$ cat config.mk
export PLATFORM = sky130hd
export DESIGN_NAME = hamming_secded_codec_flat
export DESIGN_NICKNAME = d
export VERILOG_FILES = /design/src/rtl/hamming_pkg.sv /design/src/rtl/hamming_secded_codec_if.sv /design/src/rtl/hamming_core.sv /design/src/rtl/hamming_secded_codec.sv /design/src/flat_wrapper.sv
export SDC_FILE = /design/constraint.sdc
export NUM_CORES = 1
export LEC_CHECK = 0
export ABC_AREA = 0
export CAP_MARGIN = 20
export CORE_ASPECT_RATIO = 0.8
export CORE_UTILIZATION = 30
export CTS_BUF_LIST = sky130_fd_sc_hd__clkbuf_8 sky130_fd_sc_hd__clkbuf_16
export CTS_CLUSTER_DIAMETER = 30
export CTS_CLUSTER_SIZE = 30
export DETAILED_ROUTE_END_ITERATION = 10
export HOLD_SLACK_MARGIN = 0.12
export SYNTH_ARGS = -nofsm -noshare
export SYNTH_HDL_FRONTEND = slang
export SYNTH_SLANG_ARGS = --single-unit
$ cat constraint.sdc
create_clock -name clk -period 2.4 [get_ports clk]
set_input_delay 0.24 -clock clk [delete_from_list [all_inputs] [get_ports clk]]
set_output_delay 0.24 -clock clk [all_outputs]
set_load 0.005 [all_outputs]
$ cat src/rtl/hamming_pkg.sv
// Shared types and elaboration-time helpers for the Hamming SECDED codec.
// Parity-count and codeword-layout rules live here so every file agrees on them.
package hamming_pkg;

  typedef enum logic {
    ENCODE = 1'b0,
    DECODE = 1'b1
  } mode_e;

  // Smallest p with 2^p >= data_w + p + 1.
  function automatic int calc_p(input int data_w);
    int p;
    p = 1;
    while ((1 << p) < data_w + p + 1) p++;
    return p;
  endfunction

  // Data bit index held at Hamming position pos; -1 marks a parity position.
  function automatic int pos_to_data_idx(input int pos);
    int idx;
    idx = 0;
    if (pos <= 0 || (pos & (pos - 1)) == 0) return -1;
    for (int i = 3; i < pos; i++)
      if ((i & (i - 1)) != 0) idx++;
    return idx;
  endfunction

endpackage

$ cat src/rtl/hamming_secded_codec_if.sv
// Valid/ready stream bundle for the codec: one input beat channel and one
// output beat channel carrying the decode status alongside the data.
interface hamming_secded_codec_if
  import hamming_pkg::*;
#(
  parameter int DATA_W = 4
) ();
  localparam int P      = calc_p(DATA_W);
  localparam int CODE_W = DATA_W + P + 1;

  logic              in_valid;
  logic              in_ready;
  logic              in_mode;
  logic [CODE_W-1:0] in_word;
  logic              out_valid;
  logic              out_ready;
  logic [CODE_W-1:0] out_word;
  logic              out_mode;
  logic [P-1:0]      out_syndrome;
  logic              out_sec;
  logic              out_ded;

  modport master (
    output in_valid, in_mode, in_word, out_ready,
    input  in_ready, out_valid, out_word, out_mode, out_syndrome, out_sec, out_ded
  );

  modport slave (
    input  in_valid, in_mode, in_word, out_ready,
    output in_ready, out_valid, out_word, out_mode, out_syndrome, out_sec, out_ded
  );
endinterface

$ cat src/rtl/hamming_core.sv
// Combinational SECDED datapath: builds codewords in encode mode, and computes
// syndrome, overall parity, correction and data extraction in decode mode.
module hamming_core
  import hamming_pkg::*;
#(
  parameter  int DATA_W = 4,
  localparam int P      = calc_p(DATA_W),
  localparam int CODE_W = DATA_W + P + 1
) (
  input  mode_e             mode,
  input  logic [CODE_W-1:0] word,
  output logic [CODE_W-1:0] result,
  output logic [P-1:0]      syndrome,
  output logic              sec,
  output logic              ded
);

  logic [CODE_W-1:0] enc;
  logic [CODE_W-1:0] fixed;
  logic [DATA_W-1:0] data;
  logic [P-1:0]      syn;
  logic              q;
  logic              dec_sec;
  logic              dec_ded;

  // NOTE: every always_comb output gets a default before any conditional
  // assignment, so no path can leave a value held and infer a latch.
  always_comb begin : encode_path
    enc = '0;
    for (int pos = 1; pos < CODE_W; pos++)
      if (pos_to_data_idx(pos) >= 0) enc[pos-1] = word[pos_to_data_idx(pos)];
    // Parity positions start at zero, so folding in every covered position is safe.
    for (int k = 0; k < P; k++)
      for (int pos = 1; pos < CODE_W; pos++)
        if (pos[k] && pos != (1 << k)) enc[(1 << k) - 1] ^= enc[pos-1];
    enc[CODE_W-1] = ^enc[CODE_W-2:0];
  end

  always_comb begin : decode_path
    syn = '0;
    for (int pos = 1; pos < CODE_W; pos++)
      if (word[pos-1]) syn ^= P'(pos);
    q       = ^word;
    fixed   = word;
    dec_sec = 1'b0;
    dec_ded = 1'b0;
    if (q) begin
      if (int'(syn) < CODE_W) begin
        dec_sec = 1'b1;
        // Zero syndrome with odd parity means the overall parity bit itself flipped.
        if (syn == '0) fixed[CODE_W-1] = ~word[CODE_W-1];
        for (int pos = 1; pos < CODE_W; pos++)
          if (int'(syn) == pos) fixed[pos-1] = ~word[pos-1];
      end else begin
        dec_ded = 1'b1;
      end
    end else if (syn != '0) begin
      dec_ded = 1'b1;
    end
    data = '0;
    for (int pos = 1; pos < CODE_W; pos++)
      if (pos_to_data_idx(pos) >= 0) data[pos_to_data_idx(pos)] = fixed[pos-1];
  end

  assign result   = (mode == ENCODE) ? enc : CODE_W'(data);
  assign syndrome = (mode == ENCODE) ? '0 : syn;
  assign sec      = (mode == DECODE) && dec_sec;
  assign ded      = (mode == DECODE) && dec_ded;

endmodule

$ cat src/rtl/hamming_secded_codec.sv
// Two-stage valid/ready SECDED codec: S1 registers the input beat, S2 registers
// the hamming_core result; saturating counters track corrected/uncorrectable beats.
module hamming_secded_codec
  import hamming_pkg::*;
#(
  parameter int DATA_W = 4,
  parameter int CNT_W  = 16
) (
  input  logic                   clk,
  input  logic                   rst_n,
  hamming_secded_codec_if.slave  bus,
  input  logic                   cnt_clr,
  output logic [CNT_W-1:0]       sec_count,
  output logic [CNT_W-1:0]       ded_count
);
  localparam int P      = calc_p(DATA_W);
  localparam int CODE_W = DATA_W + P + 1;

  logic              ready_en;
  logic              s1_valid;
  mode_e             s1_mode;
  logic [CODE_W-1:0] s1_word;
  logic              s2_valid;
  mode_e             s2_mode;
  logic [CODE_W-1:0] s2_word;
  logic [P-1:0]      s2_syn;
  logic              s2_sec;
  logic              s2_ded;

  logic [CODE_W-1:0] core_word;
  logic [P-1:0]      core_syn;
  logic              core_sec;
  logic              core_ded;
  logic              s1_take;
  logic              s2_take;
  logic              out_fire;

  hamming_core #(.DATA_W(DATA_W)) u_core (
    .mode     (s1_mode),
    .word     (s1_word),
    .result   (core_word),
    .syndrome (core_syn),
    .sec      (core_sec),
    .ded      (core_ded)
  );

  assign out_fire     = s2_valid && bus.out_ready;
  assign s2_take      = s1_valid && (!s2_valid || bus.out_ready);
  assign bus.in_ready = ready_en && (!s1_valid || !s2_valid || bus.out_ready);
  assign s1_take      = bus.in_valid && bus.in_ready;

  // NOTE: payload registers are reset along with the valid bits so nothing from
  // before reset can ever surface on the outputs; ready_en holds in_ready low
  // until the first clock edge after reset release.
  always_ff @(posedge clk or negedge rst_n) begin
    if (!rst_n) begin
      ready_en <= 1'b0;
      s1_valid <= 1'b0;
      s1_mode  <= ENCODE;
      s1_word  <= '0;
    end else begin
      ready_en <= 1'b1;
      if (s1_take) begin
        s1_valid <= 1'b1;
        s1_mode  <= mode_e'(bus.in_mode);
        s1_word  <= bus.in_word;
      end else if (s2_take) begin
        s1_valid <= 1'b0;
      end
    end
  end

  always_ff @(posedge clk or negedge rst_n) begin
    if (!rst_n) begin
      s2_valid <= 1'b0;
      s2_mode  <= ENCODE;
      s2_word  <= '0;
      s2_syn   <= '0;
      s2_sec   <= 1'b0;
      s2_ded   <= 1'b0;
    end else if (s2_take) begin
      s2_valid <= 1'b1;
      s2_mode  <= s1_mode;
      s2_word  <= core_word;
      s2_syn   <= core_syn;
      s2_sec   <= core_sec;
      s2_ded   <= core_ded;
    end else if (out_fire) begin
      s2_valid <= 1'b0;
    end
  end

  // Clear wins over a same-cycle increment; counts stick at all-ones.
  always_ff @(posedge clk or negedge rst_n) begin
    if (!rst_n) begin
      sec_count <= '0;
      ded_count <= '0;
    end else if (cnt_clr) begin
      sec_count <= '0;
      ded_count <= '0;
    end else if (out_fire) begin
      if (s2_sec && sec_count != '1) sec_count <= sec_count + CNT_W'(1);
      if (s2_ded && ded_count != '1) ded_count <= ded_count + CNT_W'(1);
    end
  end

  assign bus.out_valid    = s2_valid;
  assign bus.out_word     = s2_word;
  assign bus.out_mode     = s2_mode;
  assign bus.out_syndrome = s2_syn;
  assign bus.out_sec      = s2_sec;
  assign bus.out_ded      = s2_ded;

endmodule

$ cat src/flat_wrapper.sv
// flat-port wrapper written by rule: the top's interface ports become plain ports
module hamming_secded_codec_flat import hamming_pkg::*;
#(
  parameter int DATA_W = 4,
  parameter int CNT_W  = 16
)
  (clk, rst_n, cnt_clr, sec_count, ded_count, bus_in_valid, bus_in_mode, bus_in_word, bus_out_ready, bus_in_ready, bus_out_valid, bus_out_word, bus_out_mode, bus_out_syndrome, bus_out_sec, bus_out_ded);
  hamming_secded_codec_if #(.DATA_W(DATA_W)) bus_i ();
  input  logic clk;
  input  logic rst_n;
  input  logic cnt_clr;
  output logic [CNT_W-1:0] sec_count;
  output logic [CNT_W-1:0] ded_count;
  input wire logic [$bits(bus_i.in_valid)-1:0] bus_in_valid;
  input wire logic [$bits(bus_i.in_mode)-1:0] bus_in_mode;
  input wire logic [$bits(bus_i.in_word)-1:0] bus_in_word;
  input wire logic [$bits(bus_i.out_ready)-1:0] bus_out_ready;
  output wire logic [$bits(bus_i.in_ready)-1:0] bus_in_ready;
  output wire logic [$bits(bus_i.out_valid)-1:0] bus_out_valid;
  output wire logic [$bits(bus_i.out_word)-1:0] bus_out_word;
  output wire logic [$bits(bus_i.out_mode)-1:0] bus_out_mode;
  output wire logic [$bits(bus_i.out_syndrome)-1:0] bus_out_syndrome;
  output wire logic [$bits(bus_i.out_sec)-1:0] bus_out_sec;
  output wire logic [$bits(bus_i.out_ded)-1:0] bus_out_ded;
  assign bus_i.in_valid = bus_in_valid;
  assign bus_i.in_mode = bus_in_mode;
  assign bus_i.in_word = bus_in_word;
  assign bus_i.out_ready = bus_out_ready;
  assign bus_in_ready = bus_i.in_ready;
  assign bus_out_valid = bus_i.out_valid;
  assign bus_out_word = bus_i.out_word;
  assign bus_out_mode = bus_i.out_mode;
  assign bus_out_syndrome = bus_i.out_syndrome;
  assign bus_out_sec = bus_i.out_sec;
  assign bus_out_ded = bus_i.out_ded;
  hamming_secded_codec #(.DATA_W(DATA_W), .CNT_W(CNT_W)) u_core (.clk(clk), .rst_n(rst_n), .bus(bus_i), .cnt_clr(cnt_clr), .sec_count(sec_count), .ded_count(ded_count));
endmodule
======== After elaboration in Yosys (flattened, before gate mapping) ========
Index checks and enable logic that the tools add are counted.
storage, ports and cells
  output and inout bits ................... 48
  input bits .............................. 14
  flip-flop bits (word level) ............. 58
  logic and storage cells ................. 95
cells by class
  muxes and demuxes ....................... 30
  equality and inequality tests ........... 9
  reduce and logical (&&, ||, !) cells .... 23
  add/subtract/negate cells ............... 2
  bitwise gates (word level) .............. 19
operator list
  operator                                                                count
  16-bit two-way mux                                                      6
  16-bit by 1-bit adder with 16-bit output (second input constant)        2
  16-bit != test (second input constant)                                  2
  1-bit two-way mux                                                       15
  3-bit two-way mux                                                       5
  3-bit equality test (second input constant)                             4
  2-bit nonzero test                                                      5
  1-bit logical AND                                                       8
  8-bit two-way mux                                                       1
  8-bit parity                                                            1
  7-bit two-way mux                                                       1
  1-bit NOT                                                               7
  7-bit parity                                                            1
  3-bit by 2-bit equality test with 1-bit output (second input constant)  2
  2-bit NOT                                                               3
  1-bit XOR                                                               6
  2-bit two-way mux                                                       2
  2-bit AND reduction                                                     2
  3-bit by 1-bit equality test with 1-bit output (second input constant)  1
  1-bit logical OR                                                        3
  3-bit NOT                                                               1
  3-bit nonzero test                                                      1
  1-bit zero test                                                         2
  1-bit NOT (first input constant)                                        2

======== Longest topological paths before layout ========
  depth in word-level cells ............... 15
  gate-level depth with buffers ........... 6
  mapped depth without buffers ............ 5

======== Hierarchy ========
Synthesis repeated with hierarchy kept, for this count alone.
second synthesis, totals
  cells, all modules ...................... 331
  area total of the unflattened synthesis .. 3427.0 µm²
by module, submodules not included
  module                instances  cells each  area each (µm²)  sequential area each (µm²)
  hamming_secded_codec  1          259         2865.2           1451.4
  hamming_core          1          72          561.8            0.0

======== Worst setup path after synthesis ========
Ideal clock, no wire load.
  path kind ............................... flip-flop to flip-flop
  start point ............................. register u_core.sec_count[7]
  end point ............................... register u_core.sec_count[15]
  required time ........................... 2273 ps
  cell stages (with the launch flop) ...... 7
  buffers on the path ..................... 1
  data arrival time ....................... 1904 ps
  period minus slack after synthesis ...... 2032 ps
  setup time .............................. 127 ps
  path slack .............................. 368 ps
  path through ............................ dfrtp_1 and4_4 buf_6 and3_4 a2111oi_4 and3_2 mux2_1
between the ends
  cells in the longest elaborated chain, start to end .. 4
  elaborated cells between the ends (all ways) .. 8
  classes of those cells .................. 1 x add/sub; 1 x eq/ne; 3 x mux; 3 x reduce/logical
ends and longest elaborated chain
  item                                                                               line                         RTL
  from (decl)                                                                        hamming_secded_codec.sv:13   output logic [CNT_W-1:0] sec_count,
  from (signal assigned)                                                             hamming_secded_codec.sv:102  if (s2_sec && sec_count != '1) sec_count <= sec_count + CNT_W'(1);
  16-bit by 1-bit adder with 16-bit output / 16-bit != test (equally long branches)  hamming_secded_codec.sv:102
  16-bit two-way mux / 1-bit logical AND (equally long branches)                     hamming_secded_codec.sv:102
  16-bit two-way mux / 2-bit nonzero test (equally long branches)                    n/a
  16-bit two-way mux / 2-bit AND reduction (equally long branches)                   n/a
Parallel ways exist; a longest one is shown, timed or not. The select of a mux whose other input is x is not followed.
A chain may end at the register's enable or synchronous reset.

======== Final worst setup path ========
Same ends and word-level chain as after synthesis.

==> impl_metrics.tcl <==
set metrics [dict create \
    die_area_um2 10690 \
    clk_pin_slew_worst_paths_ns 0.06 \
    netlist_area_um2 3083 \
    num_rows 32 \
    pre_cts_ws_ns 0.2375 \
    pwr-share-comb_pct 23.1 \
    route.detailed.drc 0 \
    reg2reg_to "u_core.sec_count[15]$_DFFE_PN0P_" \
    tns_ns 0 \
    ys_seq_area_share_pct 47.08 \
    dieHeight_um 92.67 \
    final_nets 389 \
    track_usage_pct 14.52 \
    synth_cell_type_count 48 \
    p_per_area_nw_per_um2 803.1 \
    ys_seq_elements 58 \
    place_inst 497 \
    async_reset_ff_share_pct 100.0 \
    internal_power_w 0.002448 \
    r2r_slack_ns 0.35 \
    cts_buffer_depth 2 \
    dr.first_iter.drc_count 145 \
    synthFlopType "dfrtp_1" \
    setup_viol 0 \
    yosysMostFrequentCell "dfrtp_1" \
    cap_violations 0 \
    grt_pass1_wl_um 11870 \
    via_count 2426 \
    reg2reg_depth 5 \
    fmax_mhz 487.7 \
    period_share_pct 85.43 \
    finalHoldViolations 0 \
    ant_nets 0 \
    antenna_found_initial 0 \
    layout_min_cycle_time_ns 2.050 \
    endpoint "u_core.sec_count[15]$_DFFE_PN0P_" \
    critical_path_class "register to register" \
    cellLeakagePower_nw 1.686 \
    postLayoutCoreUtil_pct 42.68 \
    dp_hpwl_um 5028 \
    core_area_um2 9809 \
    h-tree-depth 3 \
    netlist_top_cells_area "dfrtp_1 (47%), xnor2_1 (9.1%), nor2_1 (4.1%), mux2_2 (3.7%), nand2_1 (3.2%)" \
    maxSlewViolCount 0 \
    status "complete, no violations" \
    drive_gt1_share_pct 10.58 \
    ys_warn_count 0 \
    rsz0062_at_grt "no" \
    arrival_ns 2.25 \
    p_sw_share_pct 27.20 \
    syn_area_per_cell_um2 9.977 \
    cts_tree "built" \
    grt_overflow 0 \
    fill_cells 972 \
    synth.top_cell.area_share_pct 47.08 \
    port_buffers 61 \
    syn_nets 325 \
    gp_congestion 0.7938 \
    synth-edff-count 0 \
    worstPathRequired_ns 2.60 \
    ios 62 \
    drt-total-wl_um 6866 \
    synth_largest_area_cell "dfrtp_1" \
    layout.cells.non_filler 514 \
    syn_inst 309 \
    regToRegStartpoint "u_core.sec_count[7]$_DFFE_PN0P_" \
    die_x_um 115.3 \
    root_buffer "clkbuf_16" \
    initial_core_util_pct 31.43 \
    cts_sinks 58 \
    synth_common_cells "dfrtp_1 (58), nor2_1 (34), xnor2_1 (32)" \
    hold_class "input port to async pin" \
    clock_latency_ns 0.32 \
    seq_power_share_pct 36.5 \
    tightest_slew_ns 0.5929 \
    grt_max_degree 35 \
    critical_path.max_fanout 8 \
    first_pass_iters 4 \
    worst_ir_drop_vdd_mv 0.3233 \
    antenna_cells 0 \
    endpoint_kind "register" \
    grt_pass1_vias 2312 \
    start_kind "register" \
    clkPwrFrac_pct 40.3 \
    cts_inserted_buffers 9 \
    setup_slack_ns 0.3497 \
    wl_per_cell_um 13.36 \
    viasPerCell 4.720 \
    switchingPower_w 0.0009145 \
    clock_skew_ns 0.007031 \
    relSlewSlack_pct 60.19 \
    critPathLaunch "u_core.sec_count[7]$_DFFE_PN0P_" \
    area_delta_synth_final_pct 35.80 \
]
cells in the final DEF, fill, tap and decap left out, drive strengths merged, types with 2 or more instances in the layout:
cell type / synthesis / routed
clkdlybuf4s50: 0 / 60
dfrtp: 58 / 58
nor2: 34 / 34
xnor2: 33 / 33
nand2: 26 / 26
nand3: 18 / 18
mux2: 13 / 13
o21ai: 11 / 11
and3: 11 / 11
xor2: 9 / 9
clkbuf: 11 / 9
buf: 6 / 9
nor3: 8 / 8
nand2b: 6 / 6
a211oi: 6 / 6
nand4: 5 / 5
a21oi: 5 / 5
mux2i: 5 / 5
nor2b: 5 / 5
nor4: 4 / 4
inv: 3 / 4
nand3b: 3 / 3
o211ai: 3 / 3
clkinvlp: 0 / 3
and4: 3 / 3
and2: 2 / 2
nor3b: 2 / 2
nor4b: 2 / 2
nand4b: 2 / 2
a22oi: 2 / 2
ha: 2 / 2
bufinv: 0 / 2
final cells by class:
cell class | count | area, um2 | area share, %
sequential | 58 | 1451 | 34.67
inverter | 3 | 11.26 | 0.2690
clock buffer | 9 | 225.2 | 5.380
tap | 136 | 170.2 | 4.065
clock inverter | 7 | 95.09 | 2.271
multi-input combinational | 231 | 1545 | 36.91
timing repair buffer | 70 | 688.2 | 16.44
critical path, stage by stage, from the launching register on:
cell	delay, ns
dfrtp_1	0.44
and4_4	0.25
and3_4	0.19
a2111oi_4	0.48
and3_2	0.25
mux2_1	0.31
power groups by stage:
stage	Clock (W)	Sequential, W	Combinational, W
after global placement	0	0.00125	0.000768
final	0.00136	0.00123	0.000777
after floorplan	0	0.00120	0.000469
after CTS	0.00140	0.00123	0.000786
after detailed placement	0	0.00125	0.000782
after global routing	0.00144	0.00126	0.000861
kinds of logic (layout without fill, tap and decap cells):
logic type | after synthesis | after routing | share of synthesized area, %
simple gates | 133 | 133 | 22.16
flops | 58 | 58 | 47.08
xor+xnor | 43 | 43 | 12.91
compound gates | 34 | 34 | 7.752
buf+inv | 20 | 89 | 2.800
mux | 18 | 18 | 6.372
fa+ha+maj | 2 | 2 | 0.8116
other cells | 1 | 1 | 0.1216
stage by stage:
stage	hold slack (ns)	cell area (um2)	power (W)
6_report	0.4510	4187	0.003362
4_1_cts	0.4696	4187	0.003414
3_3_place_gp	0.2757	3856	0.002022
3_5_place_dp	0.2863	3856	0.002031
5_1_grt	0.4989	4187	0.003560
2_1_floorplan	-0.05559	3083	0.001671
sequential cells by signal (all words and copies together), names as in the netlist:
signal / count
u_core.s1_valid: 1
u_core.bus.out_sec: 1
u_core.bus.out_ded: 1
u_core.s1_mode: 1
u_core.ded_count: 16
u_core.bus.out_mode: 1
u_core.bus.out_syndrome: 3
u_core.bus.out_valid: 1
u_core.s1_word: 8
u_core.sec_count: 16
u_core.bus.out_word: 8
u_core.ready_en: 1
routing by layer:
metal / vias up / wire [um] / track usage [%]
li1: 1209 / - / -
met1: 1163 / 3472 / 20.91
met2: 46 / 2994 / 19.56
met3: 8 / 318 / 5.236
met4: 0 / 81 / 5.303
met5: - / 0 / 0
worst min path at each step:
stage | endpoint | start | slack (ns) | cells after the start
after floorplan | u_core.bus.out_ded$_DFFE_PN0P_ | rst_n | -0.06 | 0
after global placement | u_core.ded_count[14]$_DFFE_PN0P_ | rst_n | 0.28 | 1
after detailed placement | u_core.ded_count[15]$_DFFE_PN0P_ | rst_n | 0.29 | 1
after CTS | u_core.ded_count[15]$_DFFE_PN0P_ | rst_n | 0.47 | 2
after global routing | u_core.ded_count[14]$_DFFE_PN0P_ | rst_n | 0.50 | 2
final | u_core.ded_count[15]$_DFFE_PN0P_ | rst_n | 0.45 | 2
what timing repair did:
item,CTS,global route
hold endpoints to repair,24,0
hold buffers,1,0
gates resized for setup,0,0
setup buffers,0,0
endpoints found under the setup margin,0,0
Note: power is estimated with default switching activity, not from simulation.
